File: config.mk
export PLATFORM = sky130hd
export DESIGN_NAME = jump_ptr_encoder
export DESIGN_NICKNAME = d
export VERILOG_FILES = /design/src/rtl/jlut_pkg.sv /design/src/rtl/jlut_table.sv /design/src/rtl/jump_ptr_encoder.sv
export SDC_FILE = /design/constraint.sdc
export NUM_CORES = 1
export LEC_CHECK = 0
export ABC_AREA = 1
export CORE_MARGIN = 2
export CORE_UTILIZATION = 50
export DETAILED_ROUTE_END_ITERATION = 16
export PLACE_DENSITY = 0.66
export SYNTH_ARGS = -nofsm -noshare
export SYNTH_HDL_FRONTEND = slang
export SYNTH_SLANG_ARGS = --single-unit
File: constraint.sdc
create_clock -name Clk -period 3.4 [get_ports Clk]
set_input_delay 0.51 -clock Clk [delete_from_list [all_inputs] [get_ports Clk]]
set_output_delay 0.51 -clock Clk [all_outputs]
set_load 0.01 [all_outputs]
File: src/rtl/jlut_pkg.sv
// Shared constants and types for the jump-table reverse lookup.
package jlut_pkg;

  localparam int unsigned PTR_W   = 5;
  localparam int unsigned ADDR_W  = 12;
  localparam int unsigned ENTRIES = 32;

  typedef enum logic [1:0] {
    IDLE = 2'd0,
    SCAN = 2'd1,
    FIN  = 2'd2
  } enc_state_t;

  typedef struct packed {
    logic              valid;
    logic [ADDR_W-1:0] addr;
  } entry_t;

endpackage

File: src/rtl/jlut_table.sv
// Jump-table storage: synchronous write port, one combinational read port.
module jlut_table #(
  parameter int unsigned PTR_W   = 5,
  parameter int unsigned ADDR_W  = 12,
  parameter int unsigned ENTRIES = 32
) (
  input  logic              clk,
  input  logic              rst_n,
  input  logic              wr_en,
  input  logic [PTR_W-1:0]  wr_ptr,
  input  logic [ADDR_W-1:0] wr_addr,
  input  logic [PTR_W-1:0]  rd_ptr,
  output logic              rd_valid,
  output logic [ADDR_W-1:0] rd_addr
);

  logic [ENTRIES-1:0] valid_q;
  logic [ADDR_W-1:0]  addr_q [ENTRIES];

  // Reset clears the whole table so a reset mid-search leaves nothing stale.
  always_ff @(posedge clk or negedge rst_n) begin
    if (!rst_n) begin
      valid_q <= '0;
      for (int unsigned i = 0; i < ENTRIES; i++) begin
        addr_q[i] <= '0;
      end
    end else if (wr_en) begin
      valid_q[wr_ptr] <= 1'b1;
      addr_q[wr_ptr]  <= wr_addr;
    end
  end

  assign rd_valid = valid_q[rd_ptr];
  assign rd_addr  = addr_q[rd_ptr];

endmodule

File: src/rtl/jump_ptr_encoder.sv
// Sequential reverse lookup: scans the jump table for Target, returns lowest matching pointer.
module jump_ptr_encoder #(
  parameter int unsigned PTR_W   = jlut_pkg::PTR_W,
  parameter int unsigned ADDR_W  = jlut_pkg::ADDR_W,
  parameter int unsigned ENTRIES = jlut_pkg::ENTRIES
) (
  input  logic              Clk,
  input  logic              Reset_n,
  input  logic              WrEn,
  input  logic [PTR_W-1:0]  WrPtr,
  input  logic [ADDR_W-1:0] WrAddr,
  input  logic              Start,
  input  logic [ADDR_W-1:0] Target,
  output logic              Busy,
  output logic              Done,
  output logic              Hit,
  output logic [PTR_W-1:0]  Jptr
);

  import jlut_pkg::*;

  localparam logic [PTR_W-1:0] LAST_IDX = PTR_W'(ENTRIES - 1);

  enc_state_t        state;
  logic [PTR_W-1:0]  idx;
  logic [ADDR_W-1:0] target_q;
  logic              rd_valid;
  logic [ADDR_W-1:0] rd_addr;
  logic              match_c;

  jlut_table #(
    .PTR_W   (PTR_W),
    .ADDR_W  (ADDR_W),
    .ENTRIES (ENTRIES)
  ) u_table (
    .clk      (Clk),
    .rst_n    (Reset_n),
    .wr_en    (WrEn),
    .wr_ptr   (WrPtr),
    .wr_addr  (WrAddr),
    .rd_ptr   (idx),
    .rd_valid (rd_valid),
    .rd_addr  (rd_addr)
  );

  // Invalid entries never match, even against a zero target.
  assign match_c = rd_valid && (rd_addr == target_q);

  always_ff @(posedge Clk or negedge Reset_n) begin
    if (!Reset_n) begin
      state    <= IDLE;
      idx      <= '0;
      target_q <= '0;
      Busy     <= 1'b0;
      Done     <= 1'b0;
      Hit      <= 1'b0;
      Jptr     <= '0;
    end else begin
      Done <= 1'b0;
      case (state)
        IDLE: begin
          if (Start) begin
            target_q <= Target;
            idx      <= '0;
            Hit      <= 1'b0;
            Jptr     <= '0;
            Busy     <= 1'b1;
            state    <= SCAN;
          end
        end
        SCAN: begin
          if (match_c) begin
            Hit   <= 1'b1;
            Jptr  <= idx;
            Busy  <= 1'b0;
            Done  <= 1'b1;
            state <= FIN;
          end else if (idx == LAST_IDX) begin
            Hit   <= 1'b0;
            Jptr  <= '0;
            Busy  <= 1'b0;
            Done  <= 1'b1;
            state <= FIN;
          end else begin
            idx <= idx + PTR_W'(1);
          end
        end
        FIN: begin
          state <= IDLE;
        end
        default: begin
          state <= IDLE;
          Busy  <= 1'b0;
        end
      endcase
    end
  end

endmodule
# Word-level counts from Yosys, hierarchy flattened
# Cells that the tools add are included.
[totals]
register_bits = 443
inputBits = 33
output_inout_bits = 8
[op_classes]
add_sub_neg = 1
magnitude_cmp = 6
eq_ne = 8
mux = 31
bitwise = 4
reduce_logical = 10
[ops]
columns = ["op", "n"]
rows = [
  ["$bwmux W384", 1],
  ["$bmux W12 S5", 1],
  ["$demux W12 S5", 1],
  ["$mux W12", 3],
  ["$or A32 B32 Y32", 1],
  ["$mux W5", 5],
  ["$pmux W5 S2", 2],
  ["$eq A12 B12 Y1", 1],
  ["$ge A6 B6 Y1 const B", 2],
  ["$lt A5 B6 Y1 const B", 2],
  ["$not A5 Y6", 2],
  ["$mux W1", 10],
  ["$lt A6 B1 Y1 const B", 1],
  ["$mux W2", 3],
  ["$ne A2 B2 Y1 const B", 3],
  ["$reduce_and A3 Y1", 2],
  ["$add A5 B1 Y5 const B", 1],
  ["$bmux W1 S5", 1],
  ["$demux W1 S5", 1],
  ["$eq A5 B5 Y1 const B", 1],
  ["$ge A5 B1 Y1 const B", 1],
  ["$pmux W2 S2", 1],
  ["$reduce_and A2 Y1", 2],
  ["$reduce_and A4 Y1", 1],
  ["other kinds (9)", 11],
]

# Depth between registers and ports, before layout
[logic_depth]
word_depth = 8
ltp_mapped = 21
ltp_nobuf = 18

# Cells and area by module
# Synthesis repeated with hierarchy kept, for this count alone.
[hier_totals]
cells_unflattened = 2608
area_unflattened_um2 = 20424.6
[modules_own_cells]
columns = ["module", "instances", "cells_per_inst", "area_per_inst_um2"]
rows = [
  ["jlut_table", 1, 2402, 18940.7],
  ["jump_ptr_encoder", 1, 206, 1483.9],
]

# Worst setup path after synthesis
# OpenSTA, ideal clock, no wires.
[synth_timing]
kind = "reg2reg"
from = "register idx[1]"
to = "register idx[4]"
arrival_ns = 1.984
required_ns = 3.283
slack_ns = 1.299
path_stages_with_launch = 21
n_path_buf = 4
synth_period_minus_slack_ns = 2.101
path_cell_list = "dfrtp_1 buf_4 inv_2 buf_6 buf_4 nand3_1 nand3_1 nand2_1 nand2_1 nand3_1 nand3_1 nand2_1 nor2_1 nand2_1 nor2_1 nand2_2 nand2_1 nand2_2 buf_6 nand3_2 nand2_1"
[synth_between]
elab_chain_len = 8
[synth_lines]
columns = ["element", "line_no", "rtl"]
rows = [
  ["start, declared", "jump_ptr_encoder.sv:25", "logic [PTR_W-1:0] idx;"],
  ["start signal, assigned", "jump_ptr_encoder.sv:85", "idx <= idx + PTR_W'(1);"],
  ["$not A5 Y6 (implied by the code)", "jlut_table.sv:34", "assign rd_addr = addr_q[rd_ptr];"],
  ["$bmux W12 S5", "jlut_table.sv:34", ""],
  ["$mux W12 (implied by the code) (2 in series)", "jlut_table.sv:34", ""],
  ["$eq A12 B12 Y1", "jump_ptr_encoder.sv:47", "assign match_c = rd_valid && (rd_addr == target_q);"],
  ["$logic_and A1 B1 Y1", "jump_ptr_encoder.sv:47", ""],
  ["$ne A2 B2 Y1 (no source line)", "n/a", ""],
  ["$reduce_and A4 Y1 (no source line)", "n/a", ""],
]
# Several ways; a longest one is shown, not always the timed one. The select of a mux whose other input is x is not followed.
# A chain may end at the register's enable or synchronous reset.

# Final worst setup path
[layout_timing]
from = "register idx[1]"
to = "register idx[1]"
# The elaborated chain is that of the path after synthesis.

==> flow_metrics.env <==
export IMPL_slew_headroom=0.2902
export IMPL_setup_viol=0
export IMPL_crit_chain="inv_4, buf_12, nand3_1, nand3_1, nand2_1, nand2_1, nand3_1, nand3_1, nand2_1, nor2_1, nand2_1, nor2_2, nand2_2, nand2_1, nand2_2, nand3_2, nand2_1"
export IMPL_die_x_um=205.8
export IMPL_cts_max_path_buffers=3
export IMPL_nFillCells=3680
export IMPL_maxCapViolations=0
export IMPL_drc_errors=0
export IMPL_path_depth=17
export IMPL_postLayoutSetupSlackWorst_ns=0.4473
export IMPL_period_share=0.8684
export IMPL_wire_per_inst_um=18.94
export IMPL_p_sw_w=0.007152
export IMPL_fin_hold_ws_ns=0.4457
export IMPL_powerDensity_nw_per_um2=821.9
export IMPL_cp_num_buf_inv=2
export IMPL_synth_async_reset_ratio=1.000
export IMPL_critical_path_startpoint_type="flop"
export IMPL_cts_tree="built"
export IMPL_cp_common_cell="nand2_1"
export IMPL_grt_usage=0.2831
export IMPL_seq_power_share=0.370
export IMPL_io_pins=41
export IMPL_r2r_start="idx[1]"
export IMPL_cp_startpoint="idx[1]"
export IMPL_drt_first_pass_iters=7
export IMPL_worstPathMaxFanout=27
export IMPL_slowest_stage="dfrtp_4"
export IMPL_initial_utilization=0.5090
export IMPL_clockRootBuffer="clkbuf_16"
export IMPL_finalHoldViolCount=0
export IMPL_place_gp_congestion=0.9335
export IMPL_status="completed"
export IMPL_syn_nets=2586
export IMPL_wirelength_um=57950
export IMPL_tightest_slew_ns=1.064
export IMPL_r2r_end="idx[1]"
export IMPL_synth_ff_type="dfrtp_1"
export IMPL_via_per_inst=5.656
export IMPL_die_h_um=205.8
export IMPL_synth_avg_cell_area_um2=7.982
export IMPL_gr_total_overflow=0
export IMPL_post_dp_hpwl_um=33650
export IMPL_p_comb_frac=0.354
export IMPL_r2r_slack_ns=0.45
export IMPL_p_int_w=0.01142
export IMPL_numCtsBuffers=47
export IMPL_ys_warn_count=0
export IMPL_cp_required_ns=3.86
export IMPL_drt_initial_drc_count=1778
export IMPL_hp_class="flop to flop"
export IMPL_synth_edf_count=0
export IMPL_ys_ff_latch=443
export IMPL_core_area_um2=40010
export IMPL_h_tree_depth=2
export IMPL_antenna_found_initial=0
export IMPL_clk_pin_slew_ns=0.06
export IMPL_r2r_worst_path_cells=17
export IMPL_power_w=0.01857
export IMPL_slew_violations=0
export IMPL_rsz0062_at_grt="no"
export IMPL_grt_max_degree=133
export IMPL_max_stage_delay_ns=0.50
export IMPL_finalCriticalPeriod_ns=2.953
export IMPL_max_vdd_ir_drop_mv=0.6677
export IMPL_crit_type="flop to flop"
export IMPL_vias=17300
export IMPL_endpoint_kind="flop"
export IMPL_yosysSeqAreaShare=0.5444
export IMPL_die_area_um2=42350
export IMPL_stdcell_count=3059
export IMPL_clkSinkCount=443
export IMPL_drtAntennaViolNets=0
export IMPL_clk_latency_ns=0.59
export IMPL_grt_pass1_vias=16550
export IMPL_syn_instance_count=2551
export IMPL_area_growth_pct=10.96
export IMPL_syn_area_um2=20360
export IMPL_tns_ns=0
export IMPL_switching_share=0.3851
export IMPL_critPathCapture="idx[1]"
export IMPL_placed_cells=2978
export IMPL_pre_cts_ws_ns=0.5194
export IMPL_finalNetCount=2538
export IMPL_num_rows=73
export IMPL_critPathTopFamily="simple AND/OR/NAND/NOR gates"
export IMPL_leakage_nw=10.74
export IMPL_crit_arrival_ns=3.41
export IMPL_portBuffers=40
export IMPL_clkPwrFrac=0.277
export IMPL_grt_first_pass_wirelength_um=93090
export IMPL_drive_above_1_share=0.05841
export IMPL_max_freq_ghz=0.3387
export IMPL_diodes=0
export IMPL_finalClockSkew_ns=0.01630
export IMPL_yosysUniqueCellTypes=24
[power by group through the flow]
stage,clock network (W),registers (W),logic [W]
5_1_grt,0.00543,0.00697,0.00735
3_3_place_gp,0,0.00691,0.00639
2_1_floorplan,0,0.00675,0.00473
6_report,0.00514,0.00686,0.00657
4_1_cts,0.00522,0.00685,0.00654
3_5_place_dp,0,0.00693,0.00651
[synth_stat cells, types with 3 or more instances]
master    count  area share
dfrtp_1     443        0.54
nor3_1       12      0.0029
clkbuf_1    115       0.021
o21ai_1       6      0.0015
nor2_1       46      0.0085
nand3_2      10      0.0049
buf_6        19       0.011
or2_2         4      0.0012
nand4_1       3     0.00092
nand3b_1      5      0.0018
buf_2        34      0.0084
o21ai_0     378       0.093
inv_1        66       0.012
nand2_1     986        0.18
a21oi_1      41       0.010
nand3_1     347       0.085
buf_1         7      0.0013
buf_4        19      0.0070
[flip-flops by register name, summed over array words and instances, names as in the netlist]
| signal | count |
|---|---|
| Jptr | 5 |
| Busy | 1 |
| u_table.valid_q | 32 |
| target_q | 12 |
| Hit | 1 |
| u_table.addr_q | 384 |
| Done | 1 |
| idx | 5 |
| state | 2 |
[kinds of logic after synthesis]
kind of cell,share of synthesized area
buffers and inverters,0.06126
AOI/OAI and AO/OA,0.1045
and+or+nand+nor,0.2886
adders and majority gates,0.001229
DFF,0.5444
[stage by stage]
stage	utilization	area, um^2
floorplan	-	20360
global placement	0.5262	21050
detailed placement	0.5262	21050
CTS	0.5648	22590
global route	0.5648	22590
finish	0.5648	22590
[worst min-delay path by stage]
stage / slack, ns / to / start / depth (start not counted)
detailed placement: 0.44 / u_table.valid_q[8] / u_table.valid_q[8] / 2
CTS: 0.45 / u_table.valid_q[4] / u_table.valid_q[4] / 2
global placement: 0.43 / u_table.valid_q[14] / u_table.valid_q[14] / 2
floorplan: 0.21 / Busy / Reset_n / 0
global route: 0.47 / u_table.valid_q[14] / u_table.valid_q[14] / 2
finish: 0.45 / u_table.valid_q[4] / u_table.valid_q[4] / 2
[routing by layer]
layer | vias up | part of all wire | routed length, um | GRT usage
met1 | 8364 | 0.44 | 25780 | 0.4009
met5 | - | 0 | 0 | 0
met2 | 642 | 0.45 | 26090 | 0.4360
met4 | 0 | 0.036 | 2072 | 0.1128
met3 | 123 | 0.069 | 4004 | 0.04720
li1 | 8172 | - | - | -
[what timing repair did]
item                                    4_1_cts  5_1_grt
hold endpoints to repair                     66        0
endpoints found under the setup margin        0        0
setup buffers                                 0        0
resized for setup                             0        0
hold buffers                                  1        0
[cells in the final DEF, fill, tap and decap left out, drive strengths merged, types with 12 or more instances in the layout]
master	n
nand2	988
dfrtp	443
o21ai	384
nand3	357
clkbuf	74
inv	69
buf	57
nor2	47
a21oi	41
clkdlybuf4s50	39
nor3	12
[worst register-to-register path: stages, from the launching register on]
cell	delay [ns]
dfrtp_4	0.50
inv_4	0.33
buf_12	0.27
nand3_1	0.11
nand3_1	0.12
nand2_1	0.14
nand2_1	0.09
nand3_1	0.16
nand3_1	0.17
nand2_1	0.07
nor2_1	0.13
nand2_1	0.09
nor2_2	0.10
nand2_2	0.08
nand2_1	0.07
nand2_2	0.19
nand3_2	0.14
nand2_1	0.08
[final cells by class]
type	count	area [um^2]	share of cell area
Inverter	70	270.3	0.01196
Clock buffer	74	1450	0.06418
Multi-Input combinational cell	1844	8029	0.3554
Tap cell	525	656.9	0.02907
Timing Repair Buffer	97	1011	0.04474
Clock inverter	6	82.58	0.003655
Sequential cell	443	11090	0.4910
Note: power is estimated with default switching activity, not from simulation.
